<file path="config.mk">
export PLATFORM = sky130hd
export DESIGN_NAME = inst_fetch_buf
export DESIGN_NICKNAME = d
export VERILOG_FILES = /design/src/rtl/inst_fetch_buf.sv
export SDC_FILE = /design/constraint.sdc
export NUM_CORES = 1
export LEC_CHECK = 0
export ABC_AREA = 1
export BUFFER_PORTS_ARGS = -buffer_cell sky130_fd_sc_hd__buf_2
export CAP_MARGIN = 0
export CORE_MARGIN = 3
export CORE_UTILIZATION = 45
export CTS_BUF_LIST = sky130_fd_sc_hd__clkbuf_2
export CTS_CLUSTER_DIAMETER = 100
export DETAILED_ROUTE_END_ITERATION = 10
export GPL_TIMING_DRIVEN = 0
export HOLD_SLACK_MARGIN = 0.02
export SYNTH_ARGS = -nofsm -noshare
export SYNTH_HDL_FRONTEND = slang
export SYNTH_SLANG_ARGS = --single-unit
</file>
<file path="constraint.sdc">
create_clock -name clk -period 8.56 [get_ports clk]
set_clock_uncertainty 0.15 [all_clocks]
set_input_delay 0 -clock clk [delete_from_list [all_inputs] [get_ports clk]]
set_output_delay 0 -clock clk [all_outputs]
set_load 0.05 [all_outputs]
</file>
<file path="src/rtl/inst_fetch_buf.sv">
// Instruction fetch front end: issues word-aligned reads, buffers responses in order, feeds decode.
// Define IFETCH_BYPASS_EN to let a response reach decode in the same cycle when the FIFO is empty.
module inst_fetch_buf #(
   parameter int unsigned DEPTH = 4,
   parameter int unsigned AW    = 32
) (
   input  logic          clk,
   input  logic          rst,
   input  logic [AW-1:0] pc_in,
   input  logic          redirect,
   output logic          mem_req,
   output logic [AW-1:0] mem_addr,
   input  logic          mem_gnt,
   input  logic          mem_rvalid,
   input  logic [31:0]   mem_rdata,
   output logic          dec_valid,
   input  logic          dec_ready,
   output logic [31:0]   dec_inst,
   output logic [AW-1:0] dec_pc
);

   localparam int unsigned PW = $clog2(DEPTH);
   localparam int unsigned CW = PW + 1;
   localparam logic [CW:0] DEPTH_W = (CW+1)'(DEPTH);

   localparam logic [1:0] IDLE  = 2'd0;
   localparam logic [1:0] FETCH = 2'd1;
   localparam logic [1:0] DRAIN = 2'd2;

   logic [1:0]    state_q, state_d;
   logic [AW-1:0] fetch_pc_q, fetch_pc_d;
   logic [AW-1:0] resp_pc_q, resp_pc_d;
   logic [CW-1:0] count_q, count_d;
   logic [CW-1:0] outst_q, outst_d;
   logic [CW-1:0] discard_q, discard_d;
   logic [PW-1:0] rd_ptr_q, wr_ptr_q;
   logic [31:0]   inst_mem [DEPTH];
   logic [AW-1:0] pc_mem   [DEPTH];

   logic          grant, resp, fifo_empty, bypass, push, pop;
   logic [CW:0]   used;
   logic [AW-1:0] new_pc;

   assign new_pc     = {pc_in[AW-1:2], 2'b00};
   assign fifo_empty = (count_q == '0);
   // Credits cover both buffered entries and requests still in flight, so the FIFO cannot overflow.
   assign used       = {1'b0, count_q} + {1'b0, outst_q};
   assign mem_req    = (state_q == FETCH) && (used < DEPTH_W);
   assign mem_addr   = fetch_pc_q;
   assign grant      = mem_req & mem_gnt;
   assign resp       = mem_rvalid && (outst_q != '0);

`ifdef IFETCH_BYPASS_EN
   assign bypass = fifo_empty && (state_q == FETCH) && resp;
`else
   assign bypass = 1'b0;
`endif

   always_comb begin
      dec_valid = 1'b0;
      dec_inst  = '0;
      dec_pc    = '0;
      if (bypass) begin
         dec_valid = 1'b1;
         dec_inst  = mem_rdata;
         dec_pc    = resp_pc_q;
      end else if (!fifo_empty) begin
         dec_valid = 1'b1;
         dec_inst  = inst_mem[rd_ptr_q];
         dec_pc    = pc_mem[rd_ptr_q];
      end
   end

   // A bypassed response that decode takes right away never enters the FIFO.
   assign pop  = dec_valid && dec_ready && !bypass && !redirect;
   assign push = (state_q == FETCH) && resp && !redirect && !(bypass && dec_ready);

   always_comb begin
      state_d    = state_q;
      fetch_pc_d = fetch_pc_q;
      resp_pc_d  = resp_pc_q;
      discard_d  = discard_q;
      outst_d    = outst_q + CW'(grant) - CW'(resp);
      count_d    = count_q + CW'(push) - CW'(pop);
      if (grant) fetch_pc_d = fetch_pc_q + AW'(4);
      if ((state_q == FETCH) && resp) resp_pc_d = resp_pc_q + AW'(4);
      case (state_q)
         IDLE: if (redirect) state_d = FETCH;
         FETCH: ;
         DRAIN: begin
            if (resp) discard_d = discard_q - CW'(1);
            if (discard_d == '0) state_d = FETCH;
         end
         default: state_d = IDLE;
      endcase
      if (redirect) begin
         fetch_pc_d = new_pc;
         resp_pc_d  = new_pc;
         count_d    = '0;
         discard_d  = outst_d;
         state_d    = (outst_d != '0) ? DRAIN : FETCH;
      end
   end

   always_ff @(posedge clk or negedge rst) begin
      if (!rst) begin
         state_q    <= IDLE;
         fetch_pc_q <= '0;
         resp_pc_q  <= '0;
         count_q    <= '0;
         outst_q    <= '0;
         discard_q  <= '0;
         rd_ptr_q   <= '0;
         wr_ptr_q   <= '0;
      end else begin
         state_q    <= state_d;
         fetch_pc_q <= fetch_pc_d;
         resp_pc_q  <= resp_pc_d;
         count_q    <= count_d;
         outst_q    <= outst_d;
         discard_q  <= discard_d;
         if (redirect) begin
            rd_ptr_q <= '0;
            wr_ptr_q <= '0;
         end else begin
            if (pop)  rd_ptr_q <= rd_ptr_q + PW'(1);
            if (push) wr_ptr_q <= wr_ptr_q + PW'(1);
         end
      end
   end

   always_ff @(posedge clk) begin
      if (push) begin
         inst_mem[wr_ptr_q] <= mem_rdata;
         pc_mem[wr_ptr_q]   <= resp_pc_q;
      end
   end

endmodule

</file>
==> summary.md <==
| Metric | Value |
|---|---|
| Status | completed |
| Via count | 12590 |
| Worst slew margin | 0.4460 |
| Setup violators final | 0 |
| Ys async rst share | 0.2322 |
| DRC viols | 0 |
| Fin. Hold Viols | 0 |
| Syn Inst Count | 1524 |
| Peak supply drop | around 150 uV |
| Final Wtd Congestion | approximately 0.90 |
| Final nets | just over 2000 |
| Syn avg cell area | slightly below 10 um^2 |
| GRT Total Usage | 0.2423 |
| Worst EP arrival | 3150 ps |
| Initial antenna violation count | 1 |
| Maximum clock path buffer count | 3 |
| First-pass GRT wire length | just under 70000 um |
| List of most frequent post-synthesis cells | 350 x nor2_1, 248 x edfxtp_1, 245 x nand2_1, 147 x o21ai_0, 100 x a21oi_1 |
| Hpwl dp | around 28000 um |
| Final Max Slew Viols | 0 |
| Share of layout cells above drive strength 1 | 0.1882 |
| DR iter-0 viols | 729 |
| # fillers | 2911 |
| Post-CTS Setup Repair Bufs | 0 |
| Top_reg_cell synth | edfxtp_1 |
| Share of the clock period used by the worst path | 0.3859 |
| CP Class | register to primary output |
| CP max stage cell | clkbuf_1 |
| Die area | roughly 35000 um^2 |
| Tightest Hold Check Type | input pin to register |
| Final Instance Area | approximately 19000 um^2 |
| Yosys reg bits | ~320 |
| Data required time at the worst endpoint | 8410 ps |
| CP max stage delay | ~560 ps |
| Fin worst setup slack | 5257 ps |
| Vias in the first global route | roughly 13000 |
| Worst path bufs/invs | 5 |
| Worst setup EP type | primary output |
| Largest net degree at the start of global routing | 47 |
| Post-detailed-route via-to-cell ratio | 5.137 |
| Top cells by area, synth | edfxtp_1 50%, dfrtp_1 13%, nor2_1 8.8%, nand2_1 6.2%, o21ai_0 4.9% |
| Yosys warning count | 0 |
| Initial Util | 0.4642 |
| CTS Buf Count | 85 |
| Pleak | slightly below 0.008 uW |
| Die width | 187.8 um |
| Row cnt | 65 |
| Die H | about 190 um |
| Delay-heaviest family, CP | buffers and inverters |
| CTS tree | built |
| Pre-antenna DRT Iters | 5 |
| H-tree Lvls | 3 |
| Drt total wl | approximately 43000 um |
| Fmax | 302.7 MHz |
| CORE AREA | between 30000 and 40000 um^2 |
| Number of max-cap violations | 0 |
| Mapped Area | between 10000 and 15000 um^2 |
| Number of library cell types mapped by synthesis | 47 |
| PwrDens | between 200 and 300 nW/um^2 |
| Most common cell in the netlist | nor2_1 |
| Clk slew on worst S/H paths | about 100 ps |
| Post-CTS resize count | 0 |
| # IOs | approximately 170 |
| Biggest area consumer among synthesized cells | edfxtp_1 |
| Pre-CTS setup slack | about 5600 ps |
| Placement Cell Area | 16480 um^2 |
| Clock latency on the worst-skew pair | about 930 ps |
| Layout Area Growth over Synthesis | 27.56% |
| Antenna-violating nets left | 0 |
| Post-synthesis sequential area ratio | 0.6269 |
| Number of I/O port buffers | ~160 |
| WHS | roughly 76 ps |
| Worst-Margin Slew | between 800 and 900 ps |
| WL/cell | approximately 17 um |
| Total grt overflow | 0 |
| Clk sink count | between 300 and 400 |
| Setup_tns | 0 ps |
| Critical path fanouts, max | 10 |
| Top-area cell type share of the netlist area | 0.5007 |
| Critical Path, Cell by Cell | buf_2 > inv_2 > buf_2 > clkbuf_1 > o21ai_0 > a21oi_1 > buf_2 |
| Startpoint Class | register |
| Final worst path period need | 3303 ps |
| Cell repeated most along the worst path | buf_2 |
| RSZ-0062 raised after global routing | false |
| CTS root buffer | clkbuf_2 |
| Number of synthesized flops with an enable pin | approximately 250 |
==> final timing paths <==
kind / from / to / slack, ps / cells after the start
min in group asynchronous: rst / mem_addr[25]$_DFFE_PN0N_ / 480 / 5
worst min-delay path: redirect / mem_addr[28]$_DFFE_PN0N_ / 80 / 6
worst max register to register: count_q[1]$_DFF_PN0_ / state_q[0]$_DFFE_PN0P_ / 5520 / 16
max in group asynchronous: rst / discard_q[1]$_DFFE_PN0P_ / 7180 / 6
worst max-delay path: rd_ptr_q[0]$_DFFE_PN0P_ / dec_pc[23] / 5260 / 7
worst min register to register: discard_q[2]$_DFFE_PN0P_ / discard_q[2]$_DFFE_PN0P_ / 410 / 2
==> tightest hold or removal path, cell delays in order <==
cell	delay, ps
dlygate4sd3_1	510
buf_2	110
buf_2	260
nor2_8	100
nand3_1	80
nand2_1	50
==> timing repair <==
item,4_1_cts,5_1_grt
hold buffers,170,0
endpoints found under the hold margin,278,0
setup endpoints to repair,0,0
==> cell families (layout without fill, tap and decap cells) <==
logic type      after synthesis  in the layout  share of synthesized area
xor+xnor                      7              7                   0.004122
other cells                   1              5                  0.0002521
compound gates              282            282                     0.1005
fa+ha+maj                    15             15                    0.01363
flops                       323            323                     0.6269
simple gates                740            740                     0.2100
buf+inv                     156            643                    0.04459
==> sequential cells by signal, indices dropped and copies added, names as in the netlist <==
register	flops
pc_mem	120
resp_pc_q	30
rd_ptr_q	2
outst_q	3
wr_ptr_q	2
count_q	3
mem_addr	30
discard_q	3
state_q	2
inst_mem	128
==> per-stage QoR <==
stage / power (uW) / util / instances
6_report: 5063 / 0.5921 / 2450
5_1_grt: 5350 / 0.5921 / 2450
4_1_cts: 5096 / 0.5920 / 2449
3_5_place_dp: 3943 / 0.5142 / 2132
3_3_place_gp: 3913 / 0.5066 / 2123
2_1_floorplan: 3348 / - / 1527
==> placed cells by master, fill, tap and decap left out, types with 5 or more instances in the layout <==
| master | count |
|---|---|
| nor2_2 | 9 |
| nor3_1 | 9 |
| buf_1 | 6 |
| nand2_1 | 245 |
| clkbuf_2 | 125 |
| buf_2 | 178 |
| clkinv_1 | 15 |
| o21ai_1 | 9 |
| a21oi_1 | 100 |
| dlygate4sd3_1 | 169 |
| nand3b_1 | 5 |
| ha_1 | 13 |
| edfxtp_1 | 248 |
| dfrtp_1 | 75 |
| buf_12 | 7 |
| and2_1 | 5 |
| nand4_1 | 8 |
| nor2_4 | 10 |
| nor2_1 | 346 |
| nand2_2 | 5 |
| o21ai_0 | 147 |
| nand3_1 | 85 |
| buf_4 | 6 |
| inv_1 | 82 |
| clkbuf_1 | 36 |
| a31oi_1 | 5 |
| a21oi_2 | 5 |
| inv_2 | 5 |
==> metal layers <==
layer  global-route usage  wire (um)  vias to the layer above
li1                     -          -                     6071
met2               0.4149      21170                      426
met4              0.08860       1087                        0
met1               0.3131      18070                     6004
met3              0.03795       2436                       84
met5                    0          0                        -
==> power breakdown <==
| part | internal, uW | switching [uW] |
|---|---|---|
| sequential | 1820 | 139 |
| clock | 451 | 630 |
| combinational | 501 | 1520 |
==> cell type report <==
class | instances | area (um^2) | area share
sequential | 323 | 9324 | 0.4915
multi-input combinational | 1048 | 4927 | 0.2597
timing repair buffer | 340 | 2730 | 0.1439
clock buffer | 125 | 625.6 | 0.03298
tap | 435 | 544.3 | 0.02869
inverter | 88 | 335.3 | 0.01767
buffer | 68 | 327.8 | 0.01728
clock inverter | 22 | 155.1 | 0.008178
antenna | 1 | 2.502 | 0.0001319
No activity file was read; power rests on OpenSTA's default activity.
